### config.mk
export PLATFORM = sky130hd
export DESIGN_NAME = register_file_rat
export DESIGN_NICKNAME = d
export VERILOG_FILES = /design/src/rtl/regfile_pkg.sv /design/src/rtl/register_file_rat_reg_status_table.sv /design/src/rtl/register_file_rat.sv
export SDC_FILE = /design/constraint.sdc
export NUM_CORES = 2
export LEC_CHECK = 0
export ABC_CLOCK_PERIOD_IN_PS = 47000
export CAP_MARGIN = 5
export CELL_PAD_IN_SITES_DETAIL_PLACEMENT = 1
export CELL_PAD_IN_SITES_GLOBAL_PLACEMENT = 1
export CORE_ASPECT_RATIO = 1.75
export CORE_UTILIZATION = 49
export CTS_CLUSTER_SIZE = 30
export DETAILED_ROUTE_END_ITERATION = 7
export GPL_ROUTABILITY_DRIVEN = 1
export PLACE_DENSITY = 0.85
export RECOVER_POWER = 100
export SYNTH_ARGS = -nofsm -noshare
export SYNTH_HDL_FRONTEND = slang
export SYNTH_SLANG_ARGS = --single-unit
### constraint.sdc
create_clock -name clk -period 47 [get_ports clk]
set_clock_uncertainty 0.2 [all_clocks]
set_input_delay 14.1 -clock clk [delete_from_list [all_inputs] [get_ports clk]]
set_output_delay 14.1 -clock clk [all_outputs]
set_load 0.03 [all_outputs]
### src/rtl/regfile_pkg.sv
// Shared defaults and types for the register file with alias tracking.
package regfile_pkg;
  localparam int DEF_WIDTH     = 32;
  localparam int DEF_A_WIDTH   = 5;
  localparam int DEF_ROB_WIDTH = 3;

  typedef logic [DEF_A_WIDTH-1:0] reg_addr_t;

  typedef struct packed {
    logic                     busy;
    logic [DEF_ROB_WIDTH-1:0] tag;
  } reg_status_t;

  localparam reg_addr_t ZERO_REG = '0;
endpackage

### src/rtl/register_file_rat_reg_status_table.sv
// Busy/tag array: rename claims, commit releases, flush clears all claims.
// Optional REGFILE_BYPASS_EN exposes a same-cycle release on the busy read ports.
module reg_status_table
  import regfile_pkg::*;
#(
  parameter int A_WIDTH   = DEF_A_WIDTH,
  parameter int ROB_WIDTH = DEF_ROB_WIDTH,
  parameter int NREAD     = 2
) (
  input  logic                              clk,
  input  logic                              reset,
  input  logic [NREAD-1:0][A_WIDTH-1:0]     i_rd_addr,
  input  logic                              i_rename_en,
  input  logic [A_WIDTH-1:0]                i_rename_addr,
  input  logic [ROB_WIDTH-1:0]              i_rename_tag,
  input  logic                              i_commit_wr,
  input  logic [A_WIDTH-1:0]                i_commit_addr,
  input  logic [ROB_WIDTH-1:0]              i_commit_tag,
  input  logic                              i_flush,
  output logic [NREAD-1:0]                  o_rd_busy,
  output logic [NREAD-1:0][ROB_WIDTH-1:0]   o_rd_tag
);
  localparam int DEPTH = 2**A_WIDTH;
  localparam logic [A_WIDTH-1:0] ZERO_ADDR = A_WIDTH'(ZERO_REG);

  logic [DEPTH-1:0]     r_busy;
  logic [ROB_WIDTH-1:0] r_tag [DEPTH];
  logic                 w_release;
  logic                 w_rename;

  // A release only applies when the committing tag still owns the register.
  assign w_release = i_commit_wr & r_busy[i_commit_addr] &
                     (r_tag[i_commit_addr] == i_commit_tag);
  assign w_rename  = i_rename_en & (i_rename_addr != ZERO_ADDR) & ~i_flush;

  always_ff @(posedge clk or posedge reset) begin
    if (reset) begin
      r_busy <= '0;
      for (int i = 0; i < DEPTH; i++) r_tag[i] <= '0;
    end else if (i_flush) begin
      r_busy <= '0;
    end else begin
      if (w_release) r_busy[i_commit_addr] <= 1'b0;
      // Placed after the release so a same-register rename takes priority.
      if (w_rename) begin
        r_busy[i_rename_addr] <= 1'b1;
        r_tag[i_rename_addr]  <= i_rename_tag;
      end
    end
  end

  always_comb begin
    for (int p = 0; p < NREAD; p++) begin
      o_rd_busy[p] = r_busy[i_rd_addr[p]];
      o_rd_tag[p]  = r_tag[i_rd_addr[p]];
      if (i_rd_addr[p] == ZERO_ADDR) o_rd_busy[p] = 1'b0;
`ifdef REGFILE_BYPASS_EN
      if (w_release && (i_rd_addr[p] == i_commit_addr)) o_rd_busy[p] = 1'b0;
`endif
    end
  end
endmodule

### src/rtl/register_file_rat.sv
// Architectural register file with alias tracking; data array plus read mux.
// Define REGFILE_BYPASS_EN to forward commit data to same-cycle reads.
module register_file_rat
  import regfile_pkg::*;
#(
  parameter int WIDTH     = DEF_WIDTH,
  parameter int A_WIDTH   = DEF_A_WIDTH,
  parameter int ROB_WIDTH = DEF_ROB_WIDTH,
  parameter int NREAD     = 2
) (
  input  logic                            clk,
  input  logic                            reset,
  input  logic [NREAD-1:0][A_WIDTH-1:0]   address,
  output logic [NREAD-1:0][WIDTH-1:0]     regValue,
  output logic [NREAD-1:0]                regBusy,
  output logic [NREAD-1:0][ROB_WIDTH-1:0] regTag,
  input  logic                            renameEn,
  input  logic [A_WIDTH-1:0]              renameAddr,
  input  logic [ROB_WIDTH-1:0]            renameTag,
  input  logic                            validCommit,
  input  logic                            regWrite,
  input  logic [A_WIDTH-1:0]              wraddress,
  input  logic [WIDTH-1:0]                wdata,
  input  logic [ROB_WIDTH-1:0]            commitTag,
  input  logic                            flush
);
  localparam int DEPTH = 2**A_WIDTH;
  localparam logic [A_WIDTH-1:0] ZERO_ADDR = A_WIDTH'(ZERO_REG);

  logic [WIDTH-1:0] r_data [DEPTH];
  logic             w_commit_wr;

  // Gated by reset so forwarding cannot leak data while outputs must read zero.
  assign w_commit_wr = validCommit & regWrite & (wraddress != ZERO_ADDR) & ~reset;

  always_ff @(posedge clk or posedge reset) begin
    if (reset) begin
      for (int i = 0; i < DEPTH; i++) r_data[i] <= '0;
    end else if (w_commit_wr) begin
      r_data[wraddress] <= wdata;
    end
  end

  always_comb begin
    for (int p = 0; p < NREAD; p++) begin
      regValue[p] = r_data[address[p]];
      if (address[p] == ZERO_ADDR) regValue[p] = '0;
`ifdef REGFILE_BYPASS_EN
      if (w_commit_wr && (address[p] == wraddress)) regValue[p] = wdata;
`endif
    end
  end

  reg_status_table #(
    .A_WIDTH   (A_WIDTH),
    .ROB_WIDTH (ROB_WIDTH),
    .NREAD     (NREAD)
  ) u_status (
    .clk           (clk),
    .reset         (reset),
    .i_rd_addr     (address),
    .i_rename_en   (renameEn),
    .i_rename_addr (renameAddr),
    .i_rename_tag  (renameTag),
    .i_commit_wr   (w_commit_wr),
    .i_commit_addr (wraddress),
    .i_commit_tag  (commitTag),
    .i_flush       (flush),
    .o_rd_busy     (regBusy),
    .o_rd_tag      (regTag)
  );
endmodule

# Word level (Yosys, flattened, before mapping)
# Index checks and enable logic that the tools add are counted.
# totals
register_bits	1152
in_bits	64
out_inout_bits	72
elab_cells	142
# op_classes
n_lt_le_gt_ge	12
n_eq_ne	1
mux	39
bitwise_logic	16
reduce_logical	9
# op_table
operator	n
1024-bit bitwise mux	1
32-bit two-way mux	11
32-bit binary-select mux with 5-bit select	2
32-bit demux with 5-bit select	1
96-bit bitwise mux	1
3-bit binary-select mux with 5-bit select	3
32-bit bitwise AND	1
32-bit NOT	1
32-bit bitwise OR	1
6-bit >= comparator, second input constant	4
5-bit by 6-bit less-than comparator with 1-bit output, second input constant	4
5-bit NOT with 6-bit output	4
3-bit two-way mux	7
1-bit binary-select mux with 5-bit select	3
3-bit demux with 5-bit select	1
6-bit by 1-bit less-than comparator with 1-bit output, second input constant	2
1-bit demux with 5-bit select	2
5-bit by 1-bit >= comparator with 1-bit output, second input constant	2
5-bit zero test	2
5-bit nonzero test	2
1-bit bitwise AND	7
1-bit two-way mux	7
1-bit logical AND	4
3-bit equality test	1
2 further kinds	3

# Depth between registers and ports, before layout
# depth
depth_word	11
ltp_mapped	11
ltp_nobuf	7

# Hierarchy
# A second synthesis with hierarchy kept.
# unflattened
hier_cells	4277
area_unflattened_um2	62892.8
# modules_own_cells
mod	instances	cells_per_inst	area_each_um2	seq_area_each_um2
register_file_rat	1	3630	54373.4	25624.6
reg_status_table	1	647	8519.4	3203.1

# Worst setup path after synthesis
# Ideal clock, no wire load.
# synth_path
kind	input-to-reg
from	in reset
to	reg r_data[888] in the netlist's numbering
setup_time_ps	127
arrival_ps	45055
slack_ps	1617
stages	6
cell_sequence	inv_1 nand3_1 or4_1 clkbuf_1 buf_1 mux2_1
# synth_via
elab_chain_len	2
# synth_rtl
item	line_no	text
from (decl)	register_file_rat.sv:12	input logic reset,
1-bit NOT	register_file_rat.sv:34	assign w_commit_wr = validCommit & regWrite & (wraddress != ZERO_ADDR) & ~reset;
1-bit bitwise AND	register_file_rat.sv:34	
to (signal, indexed assignment)	register_file_rat.sv:40	r_data[wraddress] <= wdata;
to (decl)	register_file_rat.sv:30	logic [WIDTH-1:0] r_data [DEPTH];
# No other way between the ends.
# A chain may end at the register's enable or synchronous reset.

==> flow_summary_export.csv <==
group,metric,value,unit
synth,synth_flop_cell,"dfrtp_1",
sta,slew_violations,2515,
clocking,ctsResizeCount,0,
sta,finalCritPeriodShare,83.6,%
clocking,cts_setup_buffers,0,
critical_path,critPathKind,"in -> out",
sta,setup_violations,0,
synth,ys_seq_elements,1152,
sta,rsz0062_at_grt,"no",
place,io_buffer_count,135,
routing,firstDrtPassIters,5,
sta,hold_violations,0,
outcome,status,"complete, but fails checks",
global_route,grt_pass1_wl,303000,um
clocking,cts_tree,"built",
floorplan,ios,136,
floorplan,core_area,127000,sq um
finish,multiInputGateArea,31700,sq um
floorplan,die_w,272,um
place,dp.final_hpwl,114000,um
synth,yosys_warnings,0,
global_route,antenna_found_initial,7,
global_route,grt_max_degree,195,
sta,max_freq,25.5,MHz
sta,finalSetupTns,0,ns
sta,relSlewSlack,-581,%
critical_path,cp_slowest_stage_delay,6.26,ns
finish,syn_to_final_growth,8.89,%
floorplan,start_util,49.3,%
routing,detail_route.wl_per_cell,36.8,um
clocking,hold_buffers,0,
global_route,first_global_vias,42914,
synth,syn_area,62500,sq um
clocking,clk_pin_slew,0.06,ns
power_and_ir_drop,p_leak,30.3,nW
power_and_ir_drop,switchingPower,0.656,mW
power_and_ir_drop,vdd_drop_max,0.0329,mV
floorplan,rows,173,
clocking,numCtsBuffers,106,
routing,vias,39019,
critical_path,cp_num_buf_inv,4,
power_and_ir_drop,clkPwrFrac,37.9,%
floorplan,die-area,129000,sq um
synth,yosysMostFrequentCell,"dfrtp_1",
clocking,htreeDepth,3,
synth,synthCells,3881,
routing,ant_nets,0,
routing,route.detailed.drc,0,
synth,async_flop_share,100,%
sta,worstMarginPinSlew,10.21,ns
min_path,hold_path.class,"reg -> reg",
critical_path,crit_top_cell,"mux4_2",
critical_path,crit_fanout,129,
power_and_ir_drop,swShare,27.0,%
power_and_ir_drop,p_per_area,35.7,nW/um^2
outcome,violations,"max-capacitance violations, max-slew violations",
finish,drive_above_1_share,51.8,%
synth,syn-num-nets,3945,
global_route,grt_usage,32.1,%
routing,via_per_inst,7.10,
synth,synthTopCellsByCount,"dfrtp_1, mux2_2, mux4_2",
critical_path,end_kind,"output port",
power_and_ir_drop,p_comb_share,15.0,%
clocking,cts.sinks,1152,
synth,yosysSeqAreaShare,46.1,%
job,maxCapViolCount,56,
power_and_ir_drop,power_frac_seq,47.1,%
floorplan,die_height,474,um
finish,nNetsFinal,3809,
critical_path,start_kind,"input port",
critical_path,crit_chain,"buf_8, clkbuf_1, buf_4, mux4_2, mux4_2, mux2i_1, nor2_1, dlygate4sd3_1",
routing,drtIter0Drc,3656,
critical_path,required,32.70,ns
synth,synth_area_leaders,"dfrtp_1, mux4_2, mux2_2",
critical_path,cp.arrival,24.97,ns
place,place_congestion,0.917,
clocking,root_buffer,"clkbuf_16",
synth,avgSynthCellArea,16.1,sq um
critical_path,cp_top_family,"buffers and inverters",
finish,regArea,28800,sq um
sta,min_period,39.27,ns
clocking,cts_buffer_depth,3,
finish,fillCellCount,11477,
synth,synth_top_area_share,46.1,%
clocking,clock_latency,0.74,ns
global_route,overflow,0,
synth,ys_types,44,
sta,hold_slack,0.199,ns
power_and_ir_drop,internal-power,1.78,mW
critical_path,slowest_stage,"clkbuf_1",
routing,wirelength,202000,um
synth,synth_top_area_cell,"dfrtp_1",
synth,synth-edff-count,0,
## final cells by class
cell class	count	area share [%]
Multi-Input combinational cell	2273	46.6
Sequential cell	1152	42.4
Clock buffer	141	4.37
Tap cell	1662	3.06
Timing Repair Buffer	200	2.55
Clock inverter	51	0.936
Inverter	12	0.0680
Antenna cell	6	0.0221
## metal layers
metal | GRT usage [%] | wire length, um | vias up
li1 | - | - | 14854
met1 | 38.3 | 71700 | 21373
met2 | 53.4 | 103000 | 2055
met3 | 5.80 | 13300 | 735
met4 | 21.0 | 14300 | 2
met5 | 0 | 13 | -
## power groups by stage
| stage | Clock, mW | Combinational, mW | Sequential (mW) |
|---|---|---|---|
| after global routing | 0.961 | 0.384 | 1.15 |
| after global placement | 0 | 0.348 | 1.14 |
| after floorplan | 0 | 0.271 | 1.13 |
| final | 0.922 | 0.364 | 1.15 |
| after detailed placement | 0 | 0.362 | 1.16 |
| after CTS | 0.930 | 0.367 | 1.14 |
## cells in the final DEF, fill, tap and decap left out, drive strengths merged, types with 14 or more instances in the layout
master         netlist  layout
a21oi               14      14
buf                196      41
clkbuf             248     177
clkdlybuf4s50        0      57
clkinv               0      27
dfrtp             1152    1152
dlygate4sd3          0      66
inv                 12      16
mux2              1088    1088
mux2i              130     130
mux4               720     720
nand2               47      47
nor2               117     117
nor3                16      16
o22ai               32      32
## kinds of logic (layout without fill, tap and decap cells)
logic type	Yosys count	after routing	synth area share, %
flip-flops	1152	1152	46.1
buffers and inverters	456	404	3.08
multiplexers	1938	1938	47.6
AND/OR/NAND/NOR	254	254	2.02
AO/OA/AOI/OAI	78	78	1.08
XOR/XNOR	3	3	0.0421
other	0	6	0
## through the flow
step	instances	instance area, sq um	worst slack (ns)	util (%)	total power, mW
after floorplan	3881	62500	0.224	-	1.40
after global placement	5299	64800	13.77	51.1	1.49
after detailed placement	5299	64800	13.73	51.1	1.52
after CTS	5491	68400	13.71	53.9	2.44
after global routing	5494	68000	7.55	53.6	2.50
final	5497	68000	7.73	53.6	2.43
## final timing paths
check / slack, ns / startpoint / cells past startpoint / endpoint
min: 0.20 / r_data[1022] / 0 / r_data[1022]
min reg2reg: 0.20 / r_data[1022] / 0 / r_data[1022]
max: 7.73 / address[1] / 8 / regValue[31]
max reg2reg: 43.97 / u_status.r_tag[68] / 8 / u_status.r_busy[11]
min in group asynchronous: 14.59 / reset / 2 / r_data[633]
max in group asynchronous: 13.61 / reset / 8 / r_data[526]
## state kept, by name, indices dropped and copies added (netlist names)
signal           cells
u_status.r_busy     32
u_status.r_tag      96
r_data            1024
Power figures use the tool's default switching activity.
